`src/rtl/t05_huff_decoder_pkg.sv`:
```
// Shared definitions for the Huffman codebook/decoder slice.
// Contents:
//   dec_state_t                decoder FSM states
//   child_kind_t               classification of a 9-bit child field
//   NULL_ELEM                  encoding of an absent child
//   LSE_HI/LO, RSE_HI/LO       left/right child field positions in an htree element
//   select_child/classify_child helpers for the decode walk
package t05_pkg;

  localparam int unsigned ELEM_W = 71;

  // Child field positions inside an htree element.
  localparam int unsigned LSE_HI = 63;
  localparam int unsigned LSE_LO = 55;
  localparam int unsigned RSE_HI = 54;
  localparam int unsigned RSE_LO = 46;

  localparam logic [8:0] NULL_ELEM = 9'b110000000;

  typedef enum logic [2:0] {
    IDLE,
    FETCH,
    BIT,
    EMIT,
    DONE,
    ERR
  } dec_state_t;

  typedef enum logic [1:0] {
    CHILD_LEAF,
    CHILD_NODE,
    CHILD_NULL
  } child_kind_t;

  // Bit 0 walks left, bit 1 walks right.
  function automatic logic [8:0] select_child(input logic [8:0] left,
                                              input logic [8:0] right,
                                              input logic       dir);
    return dir ? right : left;
  endfunction

  // NULL_ELEM has bit8 set, so it must be recognised before the node test.
  function automatic child_kind_t classify_child(input logic [8:0] c);
    if (c == NULL_ELEM) return CHILD_NULL;
    if (!c[8]) return CHILD_LEAF;
    return CHILD_NODE;
  endfunction

endpackage

```
`src/rtl/t05_huff_decoder_if.sv`:
```
// Bus bundle for the Huffman decoder.
// Groups the control (start/max_index/total_chars), htree memory read port
// (h_addr/h_element), bit input handshake (bit_in/bit_valid/bit_ready),
// character output handshake (char_out/char_valid/char_ready) and status
// (done/error/busy).
// Modports: slave = decoder side, master = environment side.
interface t05_huff_decoder_if #(
  parameter int unsigned IDX_W = 7
);
  import t05_pkg::*;

  logic              start;
  logic [IDX_W-1:0]  max_index;
  logic [7:0]        total_chars;
  logic [IDX_W-1:0]  h_addr;
  logic [ELEM_W-1:0] h_element;
  logic              bit_in;
  logic              bit_valid;
  logic              bit_ready;
  logic [7:0]        char_out;
  logic              char_valid;
  logic              char_ready;
  logic              done;
  logic              error;
  logic              busy;

  modport slave (
    input  start, max_index, total_chars, h_element, bit_in, bit_valid, char_ready,
    output h_addr, bit_ready, char_out, char_valid, done, error, busy
  );

  modport master (
    output start, max_index, total_chars, h_element, bit_in, bit_valid, char_ready,
    input  h_addr, bit_ready, char_out, char_valid, done, error, busy
  );

endinterface

```
`src/rtl/t05_huff_decoder.sv`:
```
// Huffman bitstream decoder.
// Walks the htree from the root one encoded bit at a time and emits one
// 8-bit character per leaf reached, refetching the root after each leaf.
// Ports:
//   clk  clock
//   rst  asynchronous active-high reset
//   bus  t05_huff_decoder_if.slave: start/max_index/total_chars control,
//        h_addr/h_element htree read port (element valid one cycle after
//        h_addr changes), bit_in/bit_valid/bit_ready bit handshake,
//        char_out/char_valid/char_ready character handshake,
//        done/error/busy status.
module t05_huff_decoder
  import t05_pkg::*;
#(
  parameter int unsigned IDX_W     = 7,
  parameter int unsigned MAX_DEPTH = 127
) (
  input  logic                     clk,
  input  logic                     rst,
  t05_huff_decoder_if.slave        bus
);

  dec_state_t       state_q, state_d;
  logic [IDX_W-1:0] curr_index_q, curr_index_d;
  logic [IDX_W-1:0] root_q, root_d;
  logic [6:0]       depth_q, depth_d;
  logic [7:0]       count_q, count_d;
  logic [7:0]       target_q, target_d;
  logic [7:0]       char_out_q, char_out_d;

  logic [8:0]       left_child;
  logic [8:0]       right_child;
  logic [8:0]       child;
  child_kind_t      child_kind;

  // Element fields outside the child pointers are not needed here.
  logic unused_elem_bits;
  assign unused_elem_bits = ^{bus.h_element[ELEM_W-1:LSE_HI+1],
                              bus.h_element[RSE_LO-1:0]};

  assign left_child  = bus.h_element[LSE_HI:LSE_LO];
  assign right_child = bus.h_element[RSE_HI:RSE_LO];
  assign child       = select_child(left_child, right_child, bus.bit_in);
  assign child_kind  = classify_child(child);

  always_ff @(posedge clk or posedge rst) begin
    if (rst) begin
      state_q      <= IDLE;
      curr_index_q <= '0;
      root_q       <= '0;
      depth_q      <= '0;
      count_q      <= '0;
      target_q     <= '0;
      char_out_q   <= '0;
    end else begin
      state_q      <= state_d;
      curr_index_q <= curr_index_d;
      root_q       <= root_d;
      depth_q      <= depth_d;
      count_q      <= count_d;
      target_q     <= target_d;
      char_out_q   <= char_out_d;
    end
  end

  always_comb begin
    state_d      = state_q;
    curr_index_d = curr_index_q;
    root_d       = root_q;
    depth_d      = depth_q;
    count_d      = count_q;
    target_d     = target_q;
    char_out_d   = char_out_q;

    unique case (state_q)
      IDLE, DONE, ERR: begin
        if (bus.start) begin
          root_d       = bus.max_index;
          curr_index_d = bus.max_index;
          target_d     = bus.total_chars;
          depth_d      = '0;
          count_d      = '0;
          state_d      = (bus.total_chars == 8'd0) ? DONE : FETCH;
        end
      end

      FETCH: state_d = BIT;

      BIT: begin
        if (bus.bit_valid) begin
          unique case (child_kind)
            CHILD_NULL: state_d = ERR;
            CHILD_LEAF: begin
              char_out_d   = child[7:0];
              curr_index_d = root_q;
              depth_d      = '0;
              state_d      = EMIT;
            end
            default: begin
              if (depth_q == 7'(MAX_DEPTH - 1)) begin
                state_d = ERR;
              end else begin
                curr_index_d = child[IDX_W-1:0];
                depth_d      = depth_q + 7'd1;
                state_d      = FETCH;
              end
            end
          endcase
        end
      end

      EMIT: begin
        if (bus.char_ready) begin
          count_d = count_q + 8'd1;
          state_d = (count_q + 8'd1 == target_q) ? DONE : FETCH;
        end
      end

      default: state_d = IDLE;
    endcase
  end

  assign bus.h_addr     = curr_index_q;
  assign bus.char_out   = char_out_q;
  assign bus.bit_ready  = (state_q == BIT);
  assign bus.char_valid = (state_q == EMIT);
  assign bus.done       = (state_q == DONE);
  assign bus.error      = (state_q == ERR);
  assign bus.busy       = (state_q == FETCH) || (state_q == BIT) || (state_q == EMIT);

endmodule
```
`src/flat_wrapper.sv`:
```
// flat-port wrapper written by rule: the top's interface ports become plain ports
module t05_huff_decoder_flat import t05_pkg::*;
#(
  parameter int unsigned IDX_W     = 7,
  parameter int unsigned MAX_DEPTH = 127
)
  (clk, rst, bus_start, bus_max_index, bus_total_chars, bus_h_element, bus_bit_in, bus_bit_valid, bus_char_ready, bus_h_addr, bus_bit_ready, bus_char_out, bus_char_valid, bus_done, bus_error, bus_busy);
  t05_huff_decoder_if #(.IDX_W(IDX_W)) bus_i ();
  input  logic clk;
  input  logic rst;
  input wire logic [$bits(bus_i.start)-1:0] bus_start;
  input wire logic [$bits(bus_i.max_index)-1:0] bus_max_index;
  input wire logic [$bits(bus_i.total_chars)-1:0] bus_total_chars;
  input wire logic [$bits(bus_i.h_element)-1:0] bus_h_element;
  input wire logic [$bits(bus_i.bit_in)-1:0] bus_bit_in;
  input wire logic [$bits(bus_i.bit_valid)-1:0] bus_bit_valid;
  input wire logic [$bits(bus_i.char_ready)-1:0] bus_char_ready;
  output wire logic [$bits(bus_i.h_addr)-1:0] bus_h_addr;
  output wire logic [$bits(bus_i.bit_ready)-1:0] bus_bit_ready;
  output wire logic [$bits(bus_i.char_out)-1:0] bus_char_out;
  output wire logic [$bits(bus_i.char_valid)-1:0] bus_char_valid;
  output wire logic [$bits(bus_i.done)-1:0] bus_done;
  output wire logic [$bits(bus_i.error)-1:0] bus_error;
  output wire logic [$bits(bus_i.busy)-1:0] bus_busy;
  assign bus_i.start = bus_start;
  assign bus_i.max_index = bus_max_index;
  assign bus_i.total_chars = bus_total_chars;
  assign bus_i.h_element = bus_h_element;
  assign bus_i.bit_in = bus_bit_in;
  assign bus_i.bit_valid = bus_bit_valid;
  assign bus_i.char_ready = bus_char_ready;
  assign bus_h_addr = bus_i.h_addr;
  assign bus_bit_ready = bus_i.bit_ready;
  assign bus_char_out = bus_i.char_out;
  assign bus_char_valid = bus_i.char_valid;
  assign bus_done = bus_i.done;
  assign bus_error = bus_i.error;
  assign bus_busy = bus_i.busy;
  t05_huff_decoder #(.IDX_W(IDX_W), .MAX_DEPTH(MAX_DEPTH)) u_core (.clk(clk), .rst(rst), .bus(bus_i));
endmodule
```
`config.mk`:
```
export PLATFORM = sky130hd
export DESIGN_NAME = t05_huff_decoder_flat
export DESIGN_NICKNAME = d
export VERILOG_FILES = /design/src/rtl/t05_huff_decoder_pkg.sv /design/src/rtl/t05_huff_decoder_if.sv /design/src/rtl/t05_huff_decoder.sv /design/src/flat_wrapper.sv
export SDC_FILE = /design/constraint.sdc
export NUM_CORES = 1
export LEC_CHECK = 0
export ABC_CLOCK_PERIOD_IN_PS = 4900
export BUFFER_PORTS_ARGS = -buffer_cell sky130_fd_sc_hd__clkbuf_2
export CAP_MARGIN = 20
export CORE_AREA = 2 2 63 95
export DETAILED_ROUTE_END_ITERATION = 8
export DIE_AREA = 0 0 65 97
export PLACE_DENSITY = 0.84
export SLEW_MARGIN = 20
export SYNTH_ARGS = -nofsm -noshare
export SYNTH_HDL_FRONTEND = slang
export SYNTH_SLANG_ARGS = --single-unit
```
`constraint.sdc`:
```
create_clock -name clk -period 4.9 [get_ports clk]
set_input_delay 0.735 -clock clk [delete_from_list [all_inputs] [get_ports clk]]
set_output_delay 0.735 -clock clk [all_outputs]
set_load 0.03 [all_outputs]
```
After elaboration in Yosys (flattened, before gate mapping)
Cells that the tools add are included.
{"block": "word_totals", "register_bits": 48, "output_inout_bits": 20}
{"block": "op_classes", "muxes": 29, "reduce_logical": 13, "n_addsub": 2, "eq_ne": 14}
{"cell": "one-hot mux 7 bit (2 select lines)", "count": 4}
{"cell": "two-way mux 7 bit", "count": 6}
{"cell": "two-way mux 3 bit", "count": 6}
{"cell": "two-way mux 8 bit", "count": 2}
{"cell": "one-hot mux 8 bit (2 select lines)", "count": 1}
{"cell": "one-hot mux 3 bit (4 select lines)", "count": 1}
{"cell": "== test 9 bit, second input constant", "count": 1}
{"cell": "two-way mux 9 bit", "count": 1}
{"cell": "AND reduction 3 bit", "count": 3}
{"cell": "adder 8 x 1 -> 8 bit, second input constant", "count": 1}
{"cell": "== test 8 bit", "count": 1}
{"cell": "zero test 8 bit", "count": 1}
{"cell": "two-way mux 2 bit", "count": 4}
{"cell": "!= test 2 bit, second input constant", "count": 4}
{"cell": "adder 7 x 1 -> 7 bit, second input constant", "count": 1}
{"cell": "== test 7 bit, second input constant", "count": 1}
{"cell": "== test 3 x 2 -> 1 bit, second input constant", "count": 2}
{"cell": "== test 3 bit, second input constant", "count": 2}
{"cell": "one-hot mux 3 bit (2 select lines)", "count": 1}
{"cell": "AND reduction 5 bit", "count": 1}
{"cell": "nonzero test 2 bit", "count": 2}
{"cell": "== test 3 x 1 -> 1 bit, second input constant", "count": 1}
{"cell": "zero test 3 bit", "count": 1}
{"cell": "two-way mux 1 bit", "count": 3}
{"cell": "other kinds (6)", "count": 7}

Longest topological paths before layout
{"block": "logic_depth", "ltp_word": 10, "depth_mapped": 9, "ltp_nobuf": 6}

Least setup slack after synthesis
No wires, ideal clock.
{"block": "synth_path", "path_type": "input to register", "startpoint": "input port bus_bit_in", "endpoint": "register u_core.curr_index_q[0] (netlist: u_core.bus.h_addr[0])", "path_slack_ps": 2585, "cell_stages": 6, "required_ps": 4775, "path_buffers": 1, "arrival_time_ps": 2190, "setup_ps": 125, "cell_sequence": "or4b_1 > o22a_1 > o22ai_2 > a21oi_2 > buf_6 > mux2_4"}
{"block": "synth_via", "elab_chain_len": 9, "word_cells_on_any_way": 17}
{"item": "start: declaration", "line_no": "flat_wrapper.sv:15", "rtl": "input wire logic [$bits(bus_i.bit_in)-1:0] bus_bit_in;"}
{"item": "two-way mux 9 bit (*)", "line_no": "t05_huff_decoder_pkg.sv:39", "rtl": "return dir ? right : left;"}
{"item": "branches (longest 8 deep; another with == test 9 bit)"}
{"item": "end signal: assignment", "line_no": "t05_huff_decoder.sv:57", "rtl": "curr_index_q <= curr_index_d;"}
{"item": "end: declaration", "line_no": "t05_huff_decoder.sv:24", "rtl": "logic [IDX_W-1:0] curr_index_q, curr_index_d;"}
Mark *: on every way between the ends. The select of a mux whose other input is x is not followed.
A chain may end at the register's enable or synchronous reset.

Final worst setup path
{"block": "layout_path", "startpoint": "register u_core.state_q[1]", "endpoint": "register u_core.curr_index_q[1] (netlist: u_core.bus.h_addr[1])"}
{"block": "layout_via", "elab_chain_len": 4, "word_cells_on_any_way": 12}
{"item": "start: declaration", "line_no": "t05_huff_decoder.sv:23", "rtl": "dec_state_t state_q, state_d;"}
{"item": "start signal: assignment", "line_no": "t05_huff_decoder.sv:56", "rtl": "state_q <= state_d;"}
{"item": "== test 3 bit / zero test 3 bit (equally long branches)", "line_no": "t05_huff_decoder.sv:75", "rtl": "unique case (state_q)"}
{"item": "OR reduction 3 bit", "line_no": "t05_huff_decoder.sv:75"}
{"item": "!= test 2 bit (no line) / nonzero test 2 bit (equally long branches)"}
{"item": "AND reduction 5 bit (no line)"}
Several ways; a longest one is shown, not always the timed one.

==> impl_metrics.json <==
{
  "die_w_um": 65,
  "grt_pass1_wl_um": 10750,
  "place_congestion": 0.8155,
  "io-pin-count": 112,
  "synth_xor_area_frac": 0.03122,
  "clock_sinks": 48,
  "r2r-start": "u_core.state_q[1]",
  "dp_cells": 409,
  "yosys-top-cells-area": "dfrtp_1 (43%), mux2_2 (7.6%), o21ai_0 (5.4%), nand2_1 (3.7%), nor2_1 (3.3%)",
  "setup_tns_ns": 0,
  "first_iter_violations": 185,
  "clockBufferDepth": 2,
  "core_mm2": 0.005409,
  "synth-seq-area-share": 0.4282,
  "hp-start": "u_core.bus.char_out[6]",
  "cts-resized-gates": 0,
  "worst_slew_pin_slew_ns": 0.8542,
  "use_met1": 0.2567,
  "yosysWarnings": 0,
  "vias": 2418,
  "holdBufCountCts": 0,
  "cp-startpoint": "u_core.state_q[1]",
  "final_cell_mix": "clkbuf_2 (58), dfrtp_1 (48), o21ai_0 (30)",
  "leakage_nw": 1.479,
  "syn_area_per_cell_um2": 9.445,
  "synth_area_mm2": 0.002805,
  "grt_use_met2": 0.3783,
  "met3_usage": 0.04651,
  "grt.overflow.total": 0,
  "insertion_delay_ns": 0.30,
  "dp_hpwl_um": 4828,
  "port-buffer-count": 58,
  "cts_tree": "done",
  "yosys.area.top_type": "dfrtp_1",
  "clock_skew_ns": 0.003134,
  "root_buffer": "clkbuf_8",
  "grt_start_max_net_pins": 49,
  "crit_type": "reg2reg",
  "syn_to_final_growth_pct": 14.41,
  "final_max_slew_viol_count": 0,
  "track_usage": 0.2167,
  "synth.area.mux_share": 0.1244,
  "synth-adder-area-share": 0.01338,
  "cp.required_ns": 5.10,
  "drt_first_pass_iters": 5,
  "fin_crit_sh": 0.5562,
  "max_freq_mhz": 366.9,
  "seqPwrFrac": 0.391,
  "routed_wl_um": 6462,
  "critPathLaunchType": "register",
  "ir_drop_uv": 394.3,
  "grt-busiest-layer": "met2",
  "ys_types": 52,
  "power_density_mw_per_mm2": 536.8,
  "synth.top_cell.area_share": 0.4282,
  "synth_simple_gate_area_frac": 0.2038,
  "cp.arrival_ns": 2.92,
  "finalSetupViolCount": 0,
  "avgRoutedWirePerCell_um": 15.50,
  "crit_path_end_kind": "register",
  "cp_max_fo": 16,
  "nets": 441,
  "status": "finished clean",
  "start_util": 0.5186,
  "hold_path_class": "reg2reg",
  "ys_ff_latch": 48,
  "synth_nets": 392,
  "viasPerCell": 5.799,
  "cts_max_level": 2,
  "fin_cells": 417,
  "drive_gt1_frac": 0.2738,
  "power.share.combinational": 0.467,
  "synth-edff-count": 0,
  "netlist_instances": 297,
  "cts_buffers": 5,
  "post_cts_buffers": 0,
  "p_clk_frac": 0.142,
  "die_height_um": 97,
  "antenna_found_initial": 0,
  "antenna-diode-count": 0,
  "p_int_mw": 0.9908,
  "synth-compound-area-share": 0.1624,
  "finalHoldViolCount": 0,
  "maxSlewHeadroom": 0.4305,
  "ys_async_sr_fraction": 1.000,
  "die-area_mm2": 0.006305,
  "synth_flop_cell": "dfrtp_1",
  "rsz0062_at_grt": "false",
  "synth_top_family_by_area": "simple AND/OR/NAND/NOR gates",
  "ant_nets": 0,
  "maxCapViolCount": 0,
  "clkTransAtPathRegs_ns": 0.08,
  "post-route-min-period_ns": 2.725,
  "drc": 0,
  "p_sw_frac": 0.4249,
  "grt_pass1_vias": 2388,
  "p_switching_mw": 0.7320,
  "core.rowCount": 33,
  "final_common_cell": "clkbuf_2",
  "final_core_util": 0.5933
}
-- final timing paths --
| kind | to | slack, ns | cells past startpoint |
|---|---|---|---|
| max | u_core.bus.h_addr[1] | 2.17 | 4 |
| min in group asynchronous | u_core.target_q[3] | 0.54 | 2 |
| max reg2reg | u_core.bus.h_addr[1] | 2.17 | 4 |
| min | u_core.bus.char_out[6] | 0.48 | 2 |
| max in group asynchronous | u_core.depth_q[0] | 3.87 | 2 |
| min reg2reg | u_core.bus.char_out[6] | 0.48 | 2 |
-- per-stage QoR --
stage | hold WS (ns) | total power, mW | setup WS [ns] | instance area, um2
floorplan | 0.4712 | 1.282 | 2.585 | 2805
global placement | 0.4603 | 1.452 | 1.913 | 3114
detailed placement | 0.4702 | 1.485 | 1.887 | 3114
CTS | 0.4893 | 1.731 | 2.200 | 3208
global route | 0.5188 | 1.840 | 2.041 | 3209
finish | 0.4843 | 1.723 | 2.175 | 3209
-- logic make-up after synthesis --
family	count (synthesis)
XOR/XNOR	10
buffers and inverters	24
flip-flops	48
AO/OA/AOI/OAI	71
multiplexers	31
adder cells (fa/ha/maj)	3
AND/OR/NAND/NOR	110
-- worst max-delay path: stages, from the launching register on --
cell and delay (ns):
dfrtp_1 0.54, or3b_1 0.62, nor2_1 0.66, a21oi_2 0.40, mux2_4 0.39
-- flip-flops by register name, summed over array words and instances, names as in the netlist --
| name | flops |
|---|---|
| u_core.state_q | 3 |
| u_core.bus.h_addr | 7 |
| u_core.depth_q | 7 |
| u_core.target_q | 8 |
| u_core.root_q | 7 |
| u_core.count_q | 8 |
| u_core.bus.char_out | 8 |
-- Yosys cell counts (5+ instances only) --
master    number
dfrtp_1       48
o21ai_0       30
nand2_1       28
nor2_1        25
mux2_2        19
a21oi_1       12
clkbuf_1      11
mux2i_1        9
nand3_1        9
nor4_1         8
inv_1          7
nor3_1         6
xnor2_1        6
a32o_1         5
and3_1         5
-- final cells by class --
class                   instances  area, um2
fillers                       465       2200
multi-input cells             225       1501
flip-flops and latches         48       1201
repair buffers                 59      297.8
well taps                      70      87.58
clock buffers                   7      86.33
inverters                       7      27.53
clock inverters                 1      7.507
-- routing by layer --
layer	wire (um)	part of all wire	up-vias
met2	3480	0.54	81
met3	338	0.052	14
li1	-	-	1183
met5	0	0	-
met4	123	0.019	0
met1	2519	0.39	1140
-- power groups by stage --
stage | combinational, mW | sequential (mW) | clock [mW]
after floorplan | 0.537 | 0.745 | 0
after global placement | 0.781 | 0.670 | 0
final | 0.805 | 0.674 | 0.244
after global routing | 0.876 | 0.695 | 0.268
after CTS | 0.808 | 0.674 | 0.249
after detailed placement | 0.805 | 0.680 | 0
Power figures use the tool's default switching activity.
